**config.mk**
```make
export PLATFORM = sky130hd
export DESIGN_NAME = feistel_decrypt_flat
export DESIGN_NICKNAME = d
export VERILOG_FILES = /design/src/rtl/feistel_decrypt_if.sv /design/src/rtl/feistel_decrypt.sv /design/src/flat_wrapper.sv
export SDC_FILE = /design/constraint.sdc
export NUM_CORES = 1
export LEC_CHECK = 0
export CORE_ASPECT_RATIO = 0.7
export CORE_UTILIZATION = 57
export DETAILED_ROUTE_END_ITERATION = 12
export PLACE_DENSITY = 0.86
export RECOVER_POWER = 25
export SYNTH_ARGS = -nofsm -noshare
export SYNTH_HDL_FRONTEND = slang
export SYNTH_SLANG_ARGS = --single-unit
export TNS_END_PERCENT = 100
```
**constraint.sdc**
```tcl
create_clock -name clk -period 6.91 [get_ports clk]
set_input_delay 1.0365 -clock clk [delete_from_list [all_inputs] [get_ports clk]]
set_output_delay 1.0365 -clock clk [all_outputs]
set_load 0.05 [all_outputs]
```
**src/rtl/feistel_decrypt_if.sv**
```systemverilog
// Bus bundle for feistel_decrypt: block request/result handshake plus the
// two read-only SRAM ports holding the S-boxes and the P-array.
// slave  : the decryption engine side
// master : controller / SRAM side
interface feistel_decrypt_if;
   // request / result
   logic        start;
   logic [31:0] L;
   logic [31:0] R;
   logic [31:0] resultL;
   logic [31:0] resultR;
   logic        done;
   logic        busy;
   logic        start_err;
   // SRAM port A
   logic [11:0] addr_a;
   logic [31:0] data_a;
   logic        cs_a_l;
   logic        we_a_l;
   logic        oe_a_l;
   // SRAM port B
   logic [11:0] addr_b;
   logic [31:0] data_b;
   logic        cs_b_l;
   logic        we_b_l;
   logic        oe_b_l;

   modport slave (
      input  start, L, R, data_a, data_b,
      output resultL, resultR, done, busy, start_err,
             addr_a, cs_a_l, we_a_l, oe_a_l,
             addr_b, cs_b_l, we_b_l, oe_b_l
   );

   modport master (
      output start, L, R, data_a, data_b,
      input  resultL, resultR, done, busy, start_err,
             addr_a, cs_a_l, we_a_l, oe_a_l,
             addr_b, cs_b_l, we_b_l, oe_b_l
   );
endinterface

```
**src/rtl/feistel_decrypt.sv**
```systemverilog
// Blowfish decryption engine: 16 Feistel rounds using P[17] down to P[2],
// then P[1]/P[0] whitening. S-boxes and P-array are read through two
// synchronous read-only SRAM ports (data valid the cycle after the address).
// Each round takes three cycles: XORP -> SBOX -> RND.
// Optional feature macro: FEISTEL_DEC_START_ERR_EN (sticky start-while-busy
// flag on start_err; tied low when undefined).
module feistel_decrypt #(
   parameter int unsigned P_ARRAY_OFFSET = 1024
) (
   input logic               clk,
   input logic               reset_l,
   feistel_decrypt_if.slave  bus
);

   typedef enum logic [2:0] {
      S_IDLE,
      S_XORP,
      S_SBOX,
      S_RND,
      S_FINAL,
      S_DONE
   } state_t;

   localparam logic [11:0] P_BASE = 12'(P_ARRAY_OFFSET);
   localparam logic [11:0] S1_BASE = 12'd256;
   localparam logic [11:0] S2_BASE = 12'd512;
   localparam logic [11:0] S3_BASE = 12'd768;
   localparam logic [3:0]  LAST_RC = 4'd15;

   state_t      state;
   state_t      state_nx;
   logic [31:0] lw;
   logic [31:0] rw;
   logic [31:0] f_r;
   logic [3:0]  rc;
   logic [31:0] result_l;
   logic [31:0] result_r;

   logic [31:0] lx;
   logic [31:0] f_full;
   logic        accept;
   logic        busy;
   logic        done;
   logic [11:0] addr_a;
   logic [11:0] addr_b;
   logic        cs_a_l;
   logic        cs_b_l;

   // P-array XOR result and completed F() value, shared by FSM and datapath
   always_comb begin
      lx     = lw ^ bus.data_a;
      f_full = (f_r ^ bus.data_a) + bus.data_b;
   end

   // State register
   always_ff @(posedge clk or negedge reset_l) begin
      if (!reset_l) begin
         state <= S_IDLE;
      end else begin
         state <= state_nx;
      end
   end

   // Next-state, SRAM address/chip-select and status decode
   always_comb begin
      state_nx = state;
      addr_a   = '0;
      addr_b   = '0;
      cs_a_l   = 1'b1;
      cs_b_l   = 1'b1;
      accept   = 1'b0;
      done     = 1'b0;
      case (state)
         S_IDLE: begin
            if (bus.start) begin
               accept   = 1'b1;
               addr_a   = P_BASE + 12'd17;
               cs_a_l   = 1'b0;
               state_nx = S_XORP;
            end
         end
         S_XORP: begin
            // S0/S1 indices come straight from the XOR with P, not from lw
            addr_a   = {4'h0, lx[31:24]};
            addr_b   = S1_BASE + {4'h0, lx[23:16]};
            cs_a_l   = 1'b0;
            cs_b_l   = 1'b0;
            state_nx = S_SBOX;
         end
         S_SBOX: begin
            addr_a   = S2_BASE + {4'h0, lw[15:8]};
            addr_b   = S3_BASE + {4'h0, lw[7:0]};
            cs_a_l   = 1'b0;
            cs_b_l   = 1'b0;
            state_nx = S_RND;
         end
         S_RND: begin
            if (rc != LAST_RC) begin
               // next round uses P[16-rc] (rc is the round just finishing)
               addr_a   = P_BASE + 12'd16 - {8'h0, rc};
               cs_a_l   = 1'b0;
               state_nx = S_XORP;
            end else begin
               addr_a   = P_BASE + 12'd1;
               addr_b   = P_BASE;
               cs_a_l   = 1'b0;
               cs_b_l   = 1'b0;
               state_nx = S_FINAL;
            end
         end
         S_FINAL: begin
            state_nx = S_DONE;
         end
         S_DONE: begin
            done     = 1'b1;
            state_nx = S_IDLE;
         end
         default: begin
            state_nx = S_IDLE;
         end
      endcase
      busy = (state != S_IDLE);
   end

   // Working halves, round counter and result registers
   always_ff @(posedge clk or negedge reset_l) begin
      if (!reset_l) begin
         lw       <= '0;
         rw       <= '0;
         f_r      <= '0;
         rc       <= '0;
         result_l <= '0;
         result_r <= '0;
      end else begin
         case (state)
            S_IDLE: begin
               if (accept) begin
                  lw <= bus.L;
                  rw <= bus.R;
                  rc <= '0;
               end
            end
            S_XORP: begin
               lw <= lx;
            end
            S_SBOX: begin
               f_r <= bus.data_a + bus.data_b;
            end
            S_RND: begin
               lw <= rw ^ f_full;
               rw <= lw;
               if (rc != LAST_RC) begin
                  rc <= rc + 4'd1;
               end
            end
            S_FINAL: begin
               // last swap undone here: port B holds P[0], port A holds P[1]
               result_l <= rw ^ bus.data_b;
               result_r <= lw ^ bus.data_a;
            end
            default: begin
            end
         endcase
      end
   end

`ifdef FEISTEL_DEC_START_ERR_EN
   logic start_err_q;

   // Sticky flag: start asserted while a block is in flight
   always_ff @(posedge clk or negedge reset_l) begin
      if (!reset_l) begin
         start_err_q <= 1'b0;
      end else if (bus.start && busy) begin
         start_err_q <= 1'b1;
      end
   end

   assign bus.start_err = start_err_q;
`else
   assign bus.start_err = 1'b0;
`endif

   assign bus.addr_a  = addr_a;
   assign bus.addr_b  = addr_b;
   assign bus.cs_a_l  = cs_a_l;
   assign bus.cs_b_l  = cs_b_l;
   assign bus.we_a_l  = 1'b1;
   assign bus.we_b_l  = 1'b1;
   assign bus.oe_a_l  = 1'b0;
   assign bus.oe_b_l  = 1'b0;
   assign bus.resultL = result_l;
   assign bus.resultR = result_r;
   assign bus.done    = done;
   assign bus.busy    = busy;

endmodule

```
**src/flat_wrapper.sv**
```systemverilog
// flat-port wrapper written by rule: the top's interface ports become plain ports
module feistel_decrypt_flat 
#(
   parameter int unsigned P_ARRAY_OFFSET = 1024
)
  (clk, reset_l, bus_start, bus_L, bus_R, bus_data_a, bus_data_b, bus_resultL, bus_resultR, bus_done, bus_busy, bus_start_err, bus_addr_a, bus_cs_a_l, bus_we_a_l, bus_oe_a_l, bus_addr_b, bus_cs_b_l, bus_we_b_l, bus_oe_b_l);
  feistel_decrypt_if bus_i ();
  input logic clk;
  input logic reset_l;
  input wire logic [$bits(bus_i.start)-1:0] bus_start;
  input wire logic [$bits(bus_i.L)-1:0] bus_L;
  input wire logic [$bits(bus_i.R)-1:0] bus_R;
  input wire logic [$bits(bus_i.data_a)-1:0] bus_data_a;
  input wire logic [$bits(bus_i.data_b)-1:0] bus_data_b;
  output wire logic [$bits(bus_i.resultL)-1:0] bus_resultL;
  output wire logic [$bits(bus_i.resultR)-1:0] bus_resultR;
  output wire logic [$bits(bus_i.done)-1:0] bus_done;
  output wire logic [$bits(bus_i.busy)-1:0] bus_busy;
  output wire logic [$bits(bus_i.start_err)-1:0] bus_start_err;
  output wire logic [$bits(bus_i.addr_a)-1:0] bus_addr_a;
  output wire logic [$bits(bus_i.cs_a_l)-1:0] bus_cs_a_l;
  output wire logic [$bits(bus_i.we_a_l)-1:0] bus_we_a_l;
  output wire logic [$bits(bus_i.oe_a_l)-1:0] bus_oe_a_l;
  output wire logic [$bits(bus_i.addr_b)-1:0] bus_addr_b;
  output wire logic [$bits(bus_i.cs_b_l)-1:0] bus_cs_b_l;
  output wire logic [$bits(bus_i.we_b_l)-1:0] bus_we_b_l;
  output wire logic [$bits(bus_i.oe_b_l)-1:0] bus_oe_b_l;
  assign bus_i.start = bus_start;
  assign bus_i.L = bus_L;
  assign bus_i.R = bus_R;
  assign bus_i.data_a = bus_data_a;
  assign bus_i.data_b = bus_data_b;
  assign bus_resultL = bus_i.resultL;
  assign bus_resultR = bus_i.resultR;
  assign bus_done = bus_i.done;
  assign bus_busy = bus_i.busy;
  assign bus_start_err = bus_i.start_err;
  assign bus_addr_a = bus_i.addr_a;
  assign bus_cs_a_l = bus_i.cs_a_l;
  assign bus_we_a_l = bus_i.we_a_l;
  assign bus_oe_a_l = bus_i.oe_a_l;
  assign bus_addr_b = bus_i.addr_b;
  assign bus_cs_b_l = bus_i.cs_b_l;
  assign bus_we_b_l = bus_i.we_b_l;
  assign bus_oe_b_l = bus_i.oe_b_l;
  feistel_decrypt #(.P_ARRAY_OFFSET(P_ARRAY_OFFSET)) u_core (.clk(clk), .reset_l(reset_l), .bus(bus_i));
endmodule
```
== Word level (Yosys, flattened, before mapping) ==
Index checks and enable logic that the tools add are counted.
Storage, ports and cells
  register bits: 167
Cells by class
  $add $sub $neg: 7
  equal/unequal tests: 9
  multiplexer cells: 22
  bitwise logic cells: 4
  reduce and logical (&&, ||, !) cells: 9
Operators with widths (number)
  bitwise XOR 32 bit: 4
  case mux 32 bit (3 select lines): 1
  adder 32 bit: 2
  two-way mux 32 bit: 2
  case mux 32 bit (2 select lines): 1
  case mux 12 bit (4 select lines): 1
  case mux 12 bit (3 select lines): 1
  adder 10 x 8 -> 11 bit (first input constant): 2
  two-way mux 11 bit: 2
  case mux 3 bit (5 select lines): 1
  two-way mux 12 bit: 1
  subtractor 11 x 4 -> 12 bit (first input constant): 1
  adder 9 x 8 -> 10 bit (first input constant): 1
  two-way mux 4 bit: 2
  case mux 4 bit (2 select lines): 1
  == test 3 x 2 -> 1 bit (second input constant): 2
  == test 3 bit (second input constant): 2
  two-way mux 3 bit: 2
  nonzero test 3 bit: 2
  two-way mux 1 bit: 5
  adder 4 x 1 -> 4 bit (second input constant): 1
  != test 2 x 1 -> 1 bit (second input constant): 2
  != test 4 bit (second input constant): 1
  case mux 1 bit (2 select lines): 2
  8 further kinds: 9

== Depth between registers and ports, before layout ==
Gate-level depths: netlist of the first run.
  depth after elaboration: 4
  mapped depth: 13

== Least setup slack after synthesis of the first run ==
Ideal clock, no wire load.
  kind: reg-to-output
  start: reg u_core.state[2]
  end: out bus_cs_b_l
  arrival time: 2.614 ns
  data required time: 5.873 ns
  path slack: 3.260 ns
  cell stages (with the launch flop): 7
  path buffers: 2
  path through: dfrtp_1 > clkbuf_1 > nor2_1 > nand2_1 > clkinv_1 > clkbuf_1 > o21ai_0
On the way
  word-level cells in the longest chain between the ends: 3
  elaborated cells between the ends (all ways): 5
Ends and longest elaborated chain
  from (decl): RTL line feistel_decrypt.sv:30  | state_t state;
  from (signal assigned): RTL line feistel_decrypt.sv:60  | state <= state_nx;
  == test 3 x 1 -> 1 bit or == test 3 x 2 -> 1 bit (tied branches): RTL line feistel_decrypt.sv:73  | case (state)
  OR reduction 2 bit (no line)
  case mux 1 bit (2 select lines) *: RTL line feistel_decrypt.sv:73
  to (decl): RTL line flat_wrapper.sv:25  | output wire logic [$bits(bus_i.cs_b_l)-1:0] bus_cs_b_l;
Mark *: on every way between the ends. The rest lies on a longest branch, timed or not.

== Final worst setup path of the first run ==
  start: reg u_core.state[2]
  end: out bus_addr_a[2]
On the way
  word-level cells in the longest chain between the ends: 2
  elaborated cells between the ends (all ways): 5
Ends and longest elaborated chain
  == test 3 x 2 -> 1 bit (tied with other cells): RTL line feistel_decrypt.sv:73
  case mux 12 bit (4 select lines) *: RTL line feistel_decrypt.sv:73
  to (decl): RTL line flat_wrapper.sv:20  | output wire logic [$bits(bus_i.addr_a)-1:0] bus_addr_a;
Marked as above.

==> results of run 1 <==
sequential cells by signal, indices dropped and copies added (netlist names):
register,cells
u_core.bus.resultL,32
u_core.bus.resultR,32
u_core.f_r,32
u_core.lw,32
u_core.rw,32
u_core.rc,4
u_core.state,3
routing by layer:
| layer | track usage (%) | up-vias |
|---|---|---|
| met5 | 0 | - |
| met1 | 58.5 | 5384 |
| li1 | - | 5031 |
| met2 | 53.0 | 753 |
| met3 | 10.5 | 88 |
| met4 | 13.9 | 0 |
cell type report:
cell class	instances	area, um^2
timing repair buffer	232	2280
clock inverter	14	176
clock buffer	18	439
sequential	167	4180
inverter	26	97.6
tap	270	338
multi-input combinational	1057	6950
fill	1496	5340
metrics by stage:
step	area [um^2]	setup slack (ns)	cells
6_report	14500	2.32	1784
5_1_grt	14500	2.22	1784
4_1_cts	14500	2.40	1784
3_5_place_dp	13900	2.32	1752
3_3_place_gp	13900	2.38	1752
2_1_floorplan	11500	3.26	1319
power groups by stage:
stage	clock (mW)	sequential (mW)	combinational (mW)
6_report	1.01	1.71	3.91
5_1_grt	1.05	1.73	4.18
4_1_cts	1.01	1.68	3.81
3_5_place_dp	0	1.69	3.76
3_3_place_gp	0	1.69	3.68
2_1_floorplan	0	1.55	2.73
critical path, cell delays in order (launching register included):
cell and delay (ns):
dfrtp_1 0.50, nand2b_1 0.50, nor2_1 0.81, nand2_1 0.20, o221ai_1 0.24, clkdlybuf4s50_1 0.85
cells by family (layout without fill, tap and decap cells):
kind of cell	Yosys count	count (layout)	share of synthesized area [%]
AND/OR/NAND/NOR	364	364	14.1
multiplexers	25	25	2.44
other	2	8	0.0653
XOR/XNOR	182	182	13.9
flip-flops	167	167	36.3
adder cells (fa/ha/maj)	72	72	7.97
buffers and inverters	95	290	3.48
AO/OA/AOI/OAI	406	406	21.7
layout by cell type (no fill, tap or decap), types with 8 or more instances in the layout:
| cell | n |
|---|---|
| clkdlybuf4s50_1 | 218 |
| dfrtp_1 | 167 |
| nor2_1 | 164 |
| a21oi_1 | 124 |
| o21ai_0 | 107 |
| xnor2_1 | 105 |
| nand2_1 | 101 |
| xor2_1 | 77 |
| ha_1 | 70 |
| o22ai_1 | 32 |
| inv_1 | 25 |
| mux2_2 | 24 |
| nand3_1 | 20 |
| a21o_1 | 20 |
| a211oi_1 | 18 |
| clkbuf_16 | 17 |
| o211ai_1 | 12 |
| nand4_1 | 11 |
| buf_4 | 11 |
| a221oi_1 | 9 |
| nor3b_1 | 9 |
| nor2b_1 | 8 |
| a22o_1 | 8 |
| a31oi_1 | 8 |
| conb_1 | 8 |
synth_stat cells (12+ instances only):
library cell and number:
xnor2_1 105, xor2_1 77, nand3_1 20, ha_1 70, o21ai_0 107, nor2_1 165, dfrtp_1 167, o211ai_1 12
nand2_1 103, inv_1 25, a21o_1 20, clkbuf_1 52, a211oi_1 18, mux2_2 24, a21oi_1 124, o22ai_1 32
how the worst max path moves through the flow:
stage	endpoint	slack, ns	from
floorplan	bus_cs_b_l	3.26	u_core.state[2]
CTS	bus_addr_a[4]	2.40	bus_start
global route	bus_addr_a[2]	2.22	u_core.state[2]
global placement	bus_addr_a[10]	2.38	bus_start
finish	bus_addr_a[2]	2.32	u_core.state[2]
detailed placement	u_core.lw[30]	2.32	bus_data_a[0]
==> impl_results.md, run 1 <==
- FP Rows: 43
- Switching Fraction: 50.2%
- # Post-CTS Setup Buffers: 0
- Final period util: 66.4%
- Worst clock skew: 0.0193 ns
- Switching power: 3.32 mW
- Crit-path max FO: 14
- Drt pass-1 iters: 5
- Logic pwr share: 59.0%
- Status: finished, violations left
- First-pass GRT wire length: 60.4 mm
- Top_reg_cell synth: dfrtp_1
- Clk Latency, worst-skew pair: 0.45 ns
- Clock transition at path regs: 0.07 ns
- WL met2: 15.9 mm
- Internal cell power: 3.30 mW
- Max-slew headroom at the worst pin: -70.9%
- Effective utilization at floorplan: 58.1%
- First DRT Iteration DRCs: 1479
- Synth-to-layout area growth: 25.8%
- Slew Limit Fails: 108
- Cell taking the most area after synthesis: dfrtp_1
- Synth async-reset ratio: 100%
- MaxCap Viol Count: 2
- Clock buffer depth: 2
- Worst EP required: 5.87 ns
- Total power: 6.62 mW
- Post-route setup TNS: 0 ns
- YS warnings: 0
- Share of cells above drive strength 1: 5.81%
- Reg-to-reg endpoint: u_core.bus.resultR[21]
- Failing checks: max-capacitance violations, max-slew violations
- Remaining Overflow, GRT: 0
- Post_cts resized: 0
- Vias post-DR: 11300
- Share of the synthesized area in the top cell type: 36.3%
- Vias in the first global route: 10600
- WP data arrival: 3.55 ns
- I/O pin cnt: 228
- Hold Fails Final Rpt: 0
- Clock sink count: 167
- Peak supply drop: 0.658 mV
- R2R cell count: 3
- # DRC: 0
- Initial antenna violation count: 0
- R2R Setup Slk: 3.49 ns
- Pwr dens: 458 nW/um^2
- Met1 WL: 17.2 mm
- Worst hold margin: 0.510 ns
- Seq pwr share: 25.8%
- HPWL after DPL: 29.5 mm
- Final ANT Viol Nets: 0
- H-tree depth: 4
- Hold Crit Class: reg -> reg
- Slew @ Worst Pin: 2.56 ns
- DIE WIDTH: 172 um
- Die area: 20800 um^2
- Core area: 19800 um^2
- Total length of routed wires: 39.5 mm
- RSZ-0062 raised after global routing: false
- Root Buffer: clkbuf_16
- Post-synth EDFFs: 0
- Final setup fails: 0
- Routability cong.: 1.02
- Crit Path Category: reg -> out
- GR Util All Layers: 39.0%
- Origin of the critical flop-to-flop path: u_core.state[1]
- Synth Area per Inst: 8.76 um^2
- Min Tclk post-route: 4.59 ns
- CTS Hold Buffers Added: 0
- Total Nets Final: 1704
- Clk network pwr share: 15.2%
- Lkg Pwr: 6.04 nW
- Worst hold stages: 1
- Hold Path End: u_core.bus.resultR[5]
- Max Fclk: 218 MHz
- Pin count of the biggest net entering global routing: 100
- Hold path start: u_core.bus.resultR[5]
- Synth Register Bits: 167
- Register area share after synthesis: 36.3%
- Via density: 6.31
- Worst setup EP type: output port
- Post-synthesis cell area: 11500 um^2
- Top Layer Used: met4
- Synth Instances: 1313
- TritonCTS Buffers: 17
- WL/cell: 22.1 um
- Util after Layout: 73.0%
- Netlist cell types: 70
- Diodes inserted: 0
- Startpoint Class: flip-flop
- Routed wl met3: 5.12 mm
- Port bufs: 219
- Overall die height: 121 um
- CTS tree: built
- Area contributors post-synth: dfrtp_1 36%, xnor2_1 8.0%, ha_1 7.6%
Note: power is estimated with default switching activity, not from simulation.
==> run 2: changes to the inputs <==
Settings changed: CORE_UTILIZATION 57 to 53, PLACE_DENSITY 0.86 to 0.81.
Clock period 6.91 ns to 4.6 ns, I/O delays scaled along.
==> impl_results.md, run 2 (synthesis gave the netlist of run 1 again) <==
- Status: finished, violations left
- Failing checks: max-capacitance violations, max-slew violations
- Crit-path cells: clkdlybuf4s50_1 -> xor2_1 -> ha_1 -> inv_1 -> fa_1 -> nor2b_1 -> o21ai_0 -> nor4b_1 -> nor2_1 -> a21oi_1 -> o21ai_1 -> a31oi_1 -> or4_1 -> a31oi_1
- Final ANT Viol Nets: 0
- Worst EP required: 4.97 ns
- Most frequent cells in the layout: 203 x clkdlybuf4s50_1, 167 x dfrtp_1, 165 x nor2_1, 124 x a21oi_1, 107 x o21ai_0
- RSZ-0062 raised after global routing: false
- Pwr dens: 691 nW/um^2
- Slew Limit Fails: 96
- Pin count of the biggest net entering global routing: 97
- Slew @ Worst Pin: 2.57 ns
- Routed wl met3: 4.86 mm
- Diodes inserted: 0
- Crit-path max FO: 5
- Share of cells above drive strength 1: 7.18%
- DIE WIDTH: 178 um
- # Post-CTS Setup Buffers: 0
- Effective utilization at floorplan: 54.8%
- WL met2: 15.5 mm
- Clk Latency, worst-skew pair: 0.45 ns
- CP max stage cell: clkdlybuf4s50_1
- WP data arrival: 4.22 ns
- Clock sink count: 167
- H-tree depth: 4
- Total Nets Final: 1709
- WL/cell: 21.9 um
- Crit Path Category: in -> reg
- Util after Layout: 69.3%
- Remaining Overflow, GRT: 0
- Final period util: 83.6%
- TritonCTS Buffers: 17
- Root Buffer: clkbuf_16
- Post-route setup TNS: 0 ns
- Hold Fails Final Rpt: 0
- Worst setup EP type: flip-flop
- Worst hold margin: 0.509 ns
- Synth-to-layout area growth: 26.5%
- Port bufs: 219
- FP Rows: 44
- Reg-to-reg endpoint: u_core.lw[30]
- Fillers: 1644
- Max Fclk: 260 MHz
- Final cell count without fillers: 1795
- Via density: 6.20
- Startpoint Class: input port
- Hold Path End: u_core.f_r[11]
- Final setup fails: 0
- First DRT Iteration DRCs: 1495
- HPWL after DPL: 29.4 mm
- Most common cell after layout, fill and taps aside: clkdlybuf4s50_1
- Vias in the first global route: 10400
- Worst hold stages: 2
- GR Util All Layers: 35.8%
- Lkg Pwr: 6.11 nW
- Drt pass-1 iters: 6
- Clock buffer depth: 2
- Initial antenna violation count: 0
- MaxCap Viol Count: 1
- Max-slew headroom at the worst pin: -71.0%
- Met1 WL: 17.9 mm
- Top Layer Used: met4
- Post_cts resized: 0
- Min Tclk post-route: 3.85 ns
- Total length of routed wires: 39.3 mm
- Inst Count DP: 1763
- Routability cong.: 0.979
- Hold path start: u_core.f_r[11]
- Largest stage delay, worst path: 0.60 ns
- CTS tree: built
- I/O pin cnt: 228
- # DRC: 0
- Hold Crit Class: reg -> reg
- Vias post-DR: 11100
- Clock transition at path regs: 0.07 ns
- Die area: 22300 um^2
- Core area: 21000 um^2
- R2R cell count: 13
- Peak supply drop: 0.889 mV
- CTS Hold Buffers Added: 0
- First-pass GRT wire length: 60.2 mm
- Overall die height: 125 um
- Origin of the critical flop-to-flop path: u_core.f_r[0]
- CP most frequent cell: a31oi_1
- Worst clock skew: 0.00782 ns
- R2R Setup Slk: 1.23 ns
run 2: cell count changes in the layout (fill, tap and decap cells not counted), sizes merged:
| cell | previous run | this run |
|---|---|---|
| clkbuf | 20 | 21 |
| clkdlybuf4s50 | 218 | 203 |
| clkinv | 5 | 3 |
| inv | 34 | 29 |
| bufinv | 1 | 3 |
| buf | 12 | 33 |
| clkinvlp | 0 | 3 |
run 2: metrics by stage:
step	cell area, um^2	power, mW	setup slack, ns
floorplan	11500	6.42	1.30
global placement	13900	8.20	0.480
detailed placement	13900	8.29	0.400
CTS	14500	9.90	0.860
global route	14500	10.6	0.487
finish	14500	10.0	0.754
run 2: metal layers:
| metal | track usage [%] | vias up |
|---|---|---|
| li1 | - | 5016 |
| met1 | 55.7 | 5320 |
| met2 | 47.1 | 721 |
| met3 | 9.70 | 65 |
| met4 | 11.7 | 0 |
| met5 | 0 | - |
run 2: report_power, final:
part           internal [mW]  switching [mW]
clock network          0.893           0.663
registers               1.94           0.604
logic                   2.27            3.67
run 2: worst max-delay path by stage:
stage	start	to	slack (ns)	depth (start not counted)
after detailed placement	bus_data_a[0]	u_core.lw[30]	0.40	14
after global placement	bus_data_a[0]	u_core.lw[30]	0.48	14
after floorplan	u_core.state[2]	bus_cs_b_l	1.30	6
final	bus_data_a[0]	u_core.lw[30]	0.75	14
after global routing	bus_data_a[0]	u_core.lw[30]	0.49	14
after CTS	bus_data_a[0]	u_core.lw[30]	0.86	14
run 2: area by class of cell:
| type | instances | area [um^2] | share of cell area (%) |
|---|---|---|---|
| Clock buffer | 20 | 457 | 3.14 |
| Sequential cell | 167 | 4180 | 28.7 |
| Inverter | 26 | 97.6 | 0.671 |
| Tap cell | 276 | 345 | 2.37 |
| Timing Repair Buffer | 237 | 2350 | 16.1 |
| Clock inverter | 12 | 165 | 1.14 |
| Multi-Input combinational cell | 1057 | 6950 | 47.8 |
run 2: worst max-delay path: cells and delay by family:
family | cells | cell delay (ns)
simple gates | 4 | 1.21
compound gates | 5 | 0.91
xor+xnor | 1 | 0.17
fa+ha+maj | 2 | 0.58
buf+inv | 2 | 0.66
